===== config.mk =====
export PLATFORM = sky130hd
export DESIGN_NAME = nibble_serial_adder_ctrl
export DESIGN_NICKNAME = d
export VERILOG_FILES = /design/src/rtl/nibble_serial_adder_ctrl.sv
export SDC_FILE = /design/constraint.sdc
export NUM_CORES = 1
export LEC_CHECK = 0
export CAP_MARGIN = 20
export CORE_AREA = 2 2 79 81
export DETAILED_ROUTE_END_ITERATION = 8
export DIE_AREA = 0 0 81 83
export HOLD_SLACK_MARGIN = 0.1
export PLACE_DENSITY_LB_ADDON = 0.2
export SYNTH_ARGS = -nofsm -noshare
export SYNTH_HDL_FRONTEND = slang
export SYNTH_HIERARCHICAL = 1
export SYNTH_SLANG_ARGS = --single-unit

===== constraint.sdc =====
create_clock -name clk -period 2.95 [get_ports clk]
set_clock_uncertainty 0.2 [all_clocks]
set_input_delay 0.59 -clock clk [delete_from_list [all_inputs] [get_ports clk]]
set_output_delay 0.59 -clock clk [all_outputs]
set_load 0.005 [all_outputs]

===== src/rtl/nibble_serial_adder_ctrl.sv =====
// WIDTH-bit add/subtract built from one 4-bit ripple slice reused over WIDTH/4 cycles,
// least-significant nibble first, with the inter-nibble carry held in a register.
module nibble_slice (
  input  logic [3:0] x,
  input  logic [3:0] y,
  input  logic       ci,
  output logic [3:0] s,
  output logic       c_msb,
  output logic       co
);
  logic [4:0] c;

  assign c[0] = ci;
  for (genvar i = 0; i < 4; i++) begin : g_bit
    assign s[i]   = x[i] ^ y[i] ^ c[i];
    assign c[i+1] = (x[i] & y[i]) | (c[i] & (x[i] ^ y[i]));
  end
  assign c_msb = c[3];
  assign co    = c[4];
endmodule

module nibble_serial_adder_ctrl #(
  parameter int WIDTH = 16
) (
  input  logic             clk,
  input  logic             rst_n,
  input  logic             start,
  input  logic             sub,
  input  logic             cin,
  input  logic [WIDTH-1:0] a,
  input  logic [WIDTH-1:0] b,
  output logic             busy,
  output logic             done,
  output logic [WIDTH-1:0] sum,
  output logic             cout,
  output logic             ovf
);
  localparam int NIB   = WIDTH / 4;
  localparam int IDX_W = $clog2(NIB);

  typedef enum logic [1:0] {IDLE, RUN, DONE} state_t;

  state_t           state;
  logic [WIDTH-1:0] a_q, b_q, work;
  logic             carry;
  logic [IDX_W-1:0] idx;

  logic [3:0]       s4;
  logic             c_msb, c_out, last;
  logic [WIDTH-1:0] work_nx;

  // Operands shift right each RUN cycle so the slice always sees the current nibble at [3:0];
  // the working register fills from the top, so after NIB shifts it holds the full result.
  nibble_slice u_slice (
    .x     (a_q[3:0]),
    .y     (b_q[3:0]),
    .ci    (carry),
    .s     (s4),
    .c_msb (c_msb),
    .co    (c_out)
  );

  assign work_nx = {s4, work[WIDTH-1:4]};
  assign last    = (idx == IDX_W'(NIB - 1));
  assign busy    = (state == RUN);
  assign done    = (state == DONE);

  always_ff @(posedge clk or negedge rst_n) begin
    if (!rst_n) begin
      state <= IDLE;
      a_q   <= '0;
      b_q   <= '0;
      work  <= '0;
      carry <= 1'b0;
      idx   <= '0;
      sum   <= '0;
      cout  <= 1'b0;
      ovf   <= 1'b0;
    end else begin
      case (state)
        IDLE, DONE: begin
          if (start) begin
            a_q   <= a;
            b_q   <= b ^ {WIDTH{sub}};
            carry <= sub | cin;
            idx   <= '0;
            state <= RUN;
          end else begin
            state <= IDLE;
          end
        end
        RUN: begin
          a_q   <= a_q >> 4;
          b_q   <= b_q >> 4;
          carry <= c_out;
          work  <= work_nx;
          idx   <= idx + 1'b1;
          if (last) begin
            // Signed overflow: carry into the MSB disagrees with carry out of it.
            sum   <= work_nx;
            cout  <= c_out;
            ovf   <= c_msb ^ c_out;
            idx   <= '0;
            state <= DONE;
          end
        end
        default: state <= IDLE;
      endcase
    end
  end
endmodule

## Word-level counts from Yosys, hierarchy flattened

Index checks and enable logic that the tools add are counted.

| word-level totals | value |
|---|---|
| output and inout bits | 20 |
| logic and storage cells | 55 |
| input bits | 37 |
| register bits after elaboration | 71 |

| cells by class | value |
|---|---|
| muxes and demuxes | 12 |
| bitwise operators | 23 |
| reductions and logical operators | 5 |
| eq/ne operators | 5 |
| $add $sub $neg | 1 |

Operator list:

| kind | count |
|---|---|
| $pmux W16 S2 | 2 |
| $mux W16 | 2 |
| $xor A16 B16 Y16 | 1 |
| $xor A1 B1 Y1 | 9 |
| $and A1 B1 Y1 | 8 |
| $pmux W2 S2 | 2 |
| $mux W2 | 3 |
| $or A1 B1 Y1 | 5 |
| $eq A2 B2 Y1 const B | 2 |
| $reduce_and A2 Y1 | 2 |
| $add A2 B1 Y2 const B | 1 |
| $eq A2 B1 Y1 const B | 1 |
| $logic_not A2 Y1 | 1 |
| $mux W1 | 2 |
| $ne A2 B1 Y1 const B | 1 |
| $ne A2 B2 Y1 const B | 1 |
| $pmux W1 S2 | 1 |
| $reduce_bool A2 Y1 | 1 |
| $reduce_or A2 Y1 | 1 |

## Longest topological paths before layout

Gate-level depths: netlist (run 1).

| logic depth | value |
|---|---|
| depth after elaboration | 10 |
| gate-level depth with buffers | 8 |
| depth with buffers taken out | 8 |

## By module

Netlist (run 1), hierarchy kept.

By module, submodules not included:

| module | cells an instance | sequential area each (µm²) | instances | area each (µm²) |
|---|---|---|---|---|
| nibble_serial_adder_ctrl | 241 | 1676.6 | 1 | 2826.5 |
| nibble_slice | 12 | 0.0 | 1 | 110.1 |

## Worst setup path after synthesis (run 1)

Ideal clock, no wire load.

| path | value |
|---|---|
| path kind | flip-flop to flip-flop |
| start point | register b_q[0] |
| end point | register sum[15] |
| slack | 552 ps |
| arrival | 2073 ps |
| path buffers | 0 |
| clock period less this slack | 2398 ps |
| setup time | 125 ps |
| data required time | 2625 ps |
| cell stages (with the launch flop) | 8 |
| path through | dfrtp_1 fa_1 inv_1 fa_1 fa_1 inv_1 fa_1 mux2_2 |

| between the ends | value |
|---|---|
| cells in the longest elaborated chain, start to end | 8 |
| elaborated cells between the ends (all ways) | 9 |
| classes of those cells | 9 x bitwise |

Ends and longest elaborated chain:

| element | RTL line | RTL |
|---|---|---|
| start: declaration | 44 | `logic [WIDTH-1:0] a_q, b_q, work;` |
| start signal: assignment | 84 | `b_q <= b ^ {WIDTH{sub}};` |
| start signal: assignment | 94 | `b_q <= b_q >> 4;` |
| $xor A1 B1 Y1 | 16 | `assign c[i+1] = (x[i] & y[i]) \| (c[i] & (x[i] ^ y[i]));` |
| $and A1 B1 Y1 | 16 |  |
| $or A1 B1 Y1 * | 16 |  |
| $and A1 B1 Y1 * | 16 |  |
| $or A1 B1 Y1 * | 16 |  |
| $and A1 B1 Y1 * | 16 |  |
| $or A1 B1 Y1 * | 16 |  |
| via c_msb | 49 | `logic c_msb, c_out, last;` |
| $xor A1 B1 Y1 * | 15 | `assign s[i] = x[i] ^ y[i] ^ c[i];` |
| via s4[3] | 48 | `logic [3:0] s4;` |
| end signal: assignment | 100 | `sum <= work_nx;` |
| end: declaration | 34 | `output logic [WIDTH-1:0] sum,` |

The timed path passes the listed nets; every way through them passes the cells marked *.
A chain may end at the register's enable or synchronous reset.

## Worst setup path after layout (run 1)

Same ends and word-level chain as after synthesis.

==> results of run 1 <==
-- path summary, 6_finish.rpt --
kind / start / endpoint / cells past startpoint
worst max-delay path: b_q[0] / sum[15] / 7
worst min-delay path: work[4] / work[4] / 2
worst max register to register: b_q[0] / sum[15] / 7
worst min register to register: work[4] / work[4] / 2
max in group asynchronous: rst_n / work[13] / 3
min in group asynchronous: rst_n / sum[6] / 2
-- worst register-to-register path, delay by kind of cell, from the launching register on --
kind	cells	cell delay (ns)
flops	1	0.38
fa+ha+maj	4	1.38
mux	1	0.27
buf+inv	2	0.16
-- power groups by stage --
stage | Sequential (W) | Clock [W] | Combinational [W]
finish | 0.00159 | 0.000925 | 0.00159
global route | 0.00163 | 0.000984 | 0.00178
CTS | 0.00159 | 0.000937 | 0.00162
detailed placement | 0.00161 | 0 | 0.00161
global placement | 0.00159 | 0 | 0.00157
floorplan | 0.00155 | 0 | 0.00111
-- cells by family (layout without fill, tap and decap cells) --
logic type,Yosys count,after routing
adders and majority gates,5,5
xor gates and xnor gates,17,17
buffers and inverters,28,92
muxes,17,17
AOI/OAI and AO/OA,37,37
DFF,67,67
and+or+nand+nor,82,82
-- timing repair --
action                                 CTS  global route
hold buffers                             1             0
resized for setup                        0             0
endpoints found under the hold margin   21             0
-- sequential cells by signal, indices dropped and copies added, names as in the netlist --
signal  count
a_q        16
b_q        16
sum        16
state       2
work       12
idx         2
carry       1
ovf         1
cout        1
-- metrics by stage --
stage / power (W) / cell area (um^2)
after floorplan: 0.00267 / 2940
after global placement: 0.00316 / 3530
after CTS: 0.00415 / 3780
after global routing: 0.00440 / 3780
after detailed placement: 0.00321 / 3530
final: 0.00410 / 3780
-- layout by cell type, fill, tap and decap left out --
cell	instances
fa_1	4
nand3b_1	1
a221o_1	13
clkbuf_1	1
buf_4	9
dfrtp_1	67
mux2_2	17
nor2_4	1
nor3_1	1
nand3_1	12
bufinv_16	3
inv_1	9
clkdlybuf4s50_1	55
dlygate4sd3_1	1
buf_2	1
nand2_1	49
a22o_1	9
xor2_1	4
a22oi_1	12
inv_6	1
o21ai_0	2
nor2_1	14
nand2b_1	2
a21o_1	1
clkinv_2	2
ha_1	1
xnor2_1	13
clkbuf_8	10
and2b_1	2
-- routing by layer --
metal | vias up | part of all wire | wire length (um) | track usage
met5 | - | 0 | 0 | 0
li1 | 979 | - | - | -
met4 | 0 | 0.019 | 106 | 0.0740
met3 | 12 | 0.058 | 318 | 0.0554
met1 | 993 | 0.43 | 2360 | 0.240
met2 | 66 | 0.49 | 2670 | 0.267
-- area by class of cell --
class,instances,share of cell area
Timing Repair Buffer,66,0.167
Sequential cell,67,0.443
Tap cell,75,0.0248
Clock buffer,11,0.0374
Clock inverter,5,0.0264
Inverter,10,0.0112
Multi-Input combinational cell,158,0.290
==> results.yml, run 1 <==
outcome:
  outcome: "finished clean"
die:
  core_area_um2: 5820
  io-pin-count: 57
  dieWidth_um: 81
  dieArea_um2: 6720
  die-height_um: 83
  initial_core_util: 0.505
  rows: 28
sta:
  layout_setup_ws_ns: 0.450
  maxSlewHeadroom: 0.645
  finalCritPeriodShare: 0.848
  setup_viol: 0
  max_clock_freq_mhz: 400
  grt_setup_unrepaired: "false"
  period_needed_ns: 2.50
  whs_ns: 0.277
  worstMarginPinSlew_ns: 0.531
  hold_viol_final: 0
  maxSlewViolCount: 0
  tns_ns: 0
worst_setup_path:
  cp-start-kind: "register"
  required_ns: 2.98
  crit_fanout: 2
  critPathTopFamily: "adder cells"
  slowest_stage: "fa_1"
  cp-end-kind: "register"
  max_stage_delay_ns: 0.44
  rrSetupSlack_ns: 0.45
  critPathBufInv: 2
  path_common_cell: "fa_1"
  crit_arrival_ns: 2.53
  crit_type: "reg -> reg"
  crit_path_cell_trace: "fa_1 > inv_1 > fa_1 > fa_1 > inv_1 > fa_1 > mux2_2"
route:
  wl_per_cell_um: 13.9
  antenna_left: 0
  viasPerCell: 5.23
  drc: 0
  via_count: 2050
  initialDrtViolationCount: 112
  drt-total-wl_um: 5460
  drt_pass1_iterations: 5
final_layout:
  multi_input_area_um2: 1100
  antennaDiodeCount: 0
  fillers: 483
  stdcell_count: 392
  fin_util: 0.651
  seq_area_um2: 1680
  fin_nets: 354
  syn2layout_area_growth_pct: 28.9
  layout-drive-gt1-share: 0.139
synth:
  synth_area_um2: 2940
  yosysUniqueCellTypes: 25
  syn_nets: 295
  ys_warn_count: 6
  ys_top_cells_by_area: "dfrtp_1 57%, mux2_2 6.5%, nand2_1 6.3%"
  synth-edff-count: 0
  synthArstFlopShare: 1.00
  post-synth-top-count-cell: "dfrtp_1"
  synth-seq-cells: 67
  synth_commonest_cells: "67 x dfrtp_1, 49 x nand2_1, 17 x mux2_2, 14 x nor2_1"
  synthSimpleGateAreaFrac: 0.118
  synthAdderAreaFrac: 0.0315
  synth-compound-area-share: 0.108
  synth_xor_area_frac: 0.0507
  yosysSeqAreaShare: 0.571
  synth_top_cell_area_share: 0.571
  syn_area_per_cell_um2: 11.6
  syn_inst: 253
  postSynth.topFlopCell: "dfrtp_1"
  synth_top_family_by_area: "simple AND/OR/NAND/NOR gates"
  synth_area_leader_cell: "dfrtp_1"
  synthMuxAreaShare: 0.0652
global_routing:
  grt_pass1_vias: 1946
  grt_overflow_total: 0
  antenna_found_initial: 0
  track_usage: 0.178
  grt_pass1_wl_um: 9120
  grt_max_degree: 40
power_and_ir_drop:
  powerDensity_nw_per_um2: 1080
  power.switching_w: 0.00136
  p_int_w: 0.00275
  clockPowerShare: 0.226
  combPwrFrac: 0.388
  swShare: 0.331
  seqPwrFrac: 0.386
  leakage_nw: 1.78
  ir_worst_vdd_v: 0.000489
place:
  placed_cells: 375
  place_congestion: 0.727
  dpl_worst_slack_ns: 0.462
  io_buffers: 56
  dp_hpwl_um: 3770
min_path:
  hp-class: "reg -> reg"
run:
  cap_violations: 0
cts:
  cts_setup_buffers: 0
  numClockSinks: 67
  htreeDepth: 3
  clk_path_buf_depth: 2
  clk_latency_ns: 0.35
  root_buffer: "clkbuf_8"
  numCtsBuffers: 9
  tritoncts: "built"
  path_clk_slew_ns: 0.07
Power figures use the tool's default switching activity.
==> run 2: changes to the inputs <==
- CORE_AREA: 2 2 79 81 -> 2 2 83 85
- DIE_AREA: 0 0 81 83 -> 0 0 85 87
- clock period: 2.95 -> 2.3 ns (I/O delays scaled with it)
==> run 2 against run 1 <==
Via count is 0.24% higher. Flip-flop and latch count did not move. Critical path type unchanged. First-iteration DRC count down 46%. Largest power group is now combinational cells. The run now ends with negative setup slack left. Setup slack worse by 0.52 ns. Largest cell class unchanged. Global-route usage shrank 1.7 points. Clock power grew 2%.
==> results.yml, run 2 (synthesis gave the netlist of run 1 again) <==
outcome:
  outcome: "finished with violations"
  failed_checks: "negative setup slack"
worst_setup_path:
  crit_arrival_ns: 2.39
  rrSetupSlack_ns: -0.07
  critPathBufInv: 2
  crit_type: "reg -> reg"
  path_common_cell: "fa_2"
  slowest_stage: "fa_2"
  cp-end-kind: "register"
  required_ns: 2.32
  crit_path_cell_trace: "fa_1 > inv_2 > fa_2 > fa_2 > inv_2 > fa_2 > mux2_2"
  critPathTopFamily: "adder cells"
  cp-start-kind: "register"
  crit_fanout: 2
  max_stage_delay_ns: 0.44
route:
  viasPerCell: 5.07
  via_count: 2055
  initialDrtViolationCount: 60
  wl_per_cell_um: 13.7
  drt-total-wl_um: 5560
  antenna_left: 0
  drc: 0
  drt_pass1_iterations: 4
die:
  die-height_um: 87
  dieWidth_um: 85
  io-pin-count: 57
  dieArea_um2: 7400
  rows: 30
  initial_core_util: 0.447
  core_area_um2: 6570
final_layout:
  seq_area_um2: 1680
  fillers: 544
  top_regs: "a_q: 16 flops, b_q: 16 flops, sum: 16 flops"
  most-common-layout-cells: "67 x dfrtp_1, 55 x clkdlybuf4s50_1, 49 x nand2_1, 17 x mux2_2, 15 x buf_4"
  layout-drive-gt1-share: 0.169
  syn2layout_area_growth_pct: 30.7
  multi_input_area_um2: 1110
  antennaDiodeCount: 0
  fin_nets: 362
  final_common_cell: "dfrtp_1"
sta:
  layout_setup_ws_ns: -0.0666
  grt_setup_unrepaired: "true"
  max_clock_freq_mhz: 423
  period_needed_ns: 2.37
  hold_viol_final: 0
  worstMarginPinSlew_ns: 0.549
  setup_viol: 2
  tns_ns: -0.132
  maxSlewViolCount: 0
  finalCritPeriodShare: 1.03
  maxSlewHeadroom: 0.633
  whs_ns: 0.274
run:
  cap_violations: 0
global_routing:
  track_usage: 0.162
  grt_overflow_total: 0
  grt_pass1_wl_um: 9280
  grt_pass1_vias: 1937
  grt_max_degree: 68
  antenna_found_initial: 0
cts:
  path_clk_slew_ns: 0.07
  tritoncts: "built"
  htreeDepth: 3
  root_buffer: "clkbuf_8"
  numClockSinks: 67
  clk_path_buf_depth: 2
  clk_latency_ns: 0.34
  numCtsBuffers: 9
place:
  io_buffers: 56
  dp_hpwl_um: 3610
  place_congestion: 0.740
min_path:
  hp-class: "reg -> reg"
power_and_ir_drop:
  leakage_nw: 1.79
  powerDensity_nw_per_um2: 1350
  ir_worst_vdd_v: 0.000683
  p_total_w: 0.00519
==> run 2: final timing paths <==
kind / to / cells past startpoint / startpoint
worst min-delay path: work[5] / 2 / work[5]
worst min register to register: work[5] / 2 / work[5]
worst max-delay path: sum[15] / 7 / b_q[0]
worst max register to register: sum[15] / 7 / b_q[0]
max in group asynchronous: sum[8] / 3 / rst_n
min in group asynchronous: sum[6] / 3 / rst_n
==> run 2: report_power, final <==
part           switching, W  total (W)  leakage, nW  internal (W)
logic               0.00103    0.00222        0.858       0.00118
registers          0.000306    0.00203        0.842       0.00173
clock network      0.000410   0.000941       0.0947      0.000531
==> run 2: stage by stage <==
stage	area [um^2]	std cells	setup slack [ns]	utilization
floorplan	2940	253	-0.0180	-
CTS	3810	402	-0.0661	0.580
finish	3840	405	-0.0666	0.584
detailed placement	3590	383	-0.0785	0.547
global placement	3590	383	-0.0448	0.547
global route	3840	405	-0.143	0.584
==> run 2: layer usage <==
layer | up-vias | global-route usage | part of all wire | wire [um]
met2 | 46 | 0.237 | 0.47 | 2590
met1 | 1007 | 0.228 | 0.48 | 2660
met5 | - | 0 | 0 | 0
li1 | 995 | - | - | -
met4 | 0 | 0.0606 | 0.013 | 72
met3 | 7 | 0.0483 | 0.044 | 242
==> run 2: timing repair <==
item / in CTS / in global routing
pin swaps: 1 / 1
endpoints found under the hold margin: 67 / 0
resized for setup: 0 / 4
setup buffers: 2 / 3
hold buffers: 1 / 0
setup endpoints to repair: 3 / 6
==> run 2: tightest hold or removal path: stages, from the launching register on <==
cell     delay (ns)
dfrtp_1        0.34
nand2_1        0.05
nand2_1        0.05
==> run 2: cell type report <==
cell class,count,share of cell area
Clock buffer,14,0.0398
Clock inverter,2,0.00913
Inverter,10,0.0111
Multi-Input combinational cell,158,0.290
Sequential cell,67,0.437
Tap cell,80,0.0261
Timing Repair Buffer,74,0.187
==> run 3: changes to the inputs <==
- ABC_CLOCK_PERIOD_IN_PS: not set -> 2300
==> results of run 3 <==
No change in the layout: final DEF, timing and power equal those of run 2.
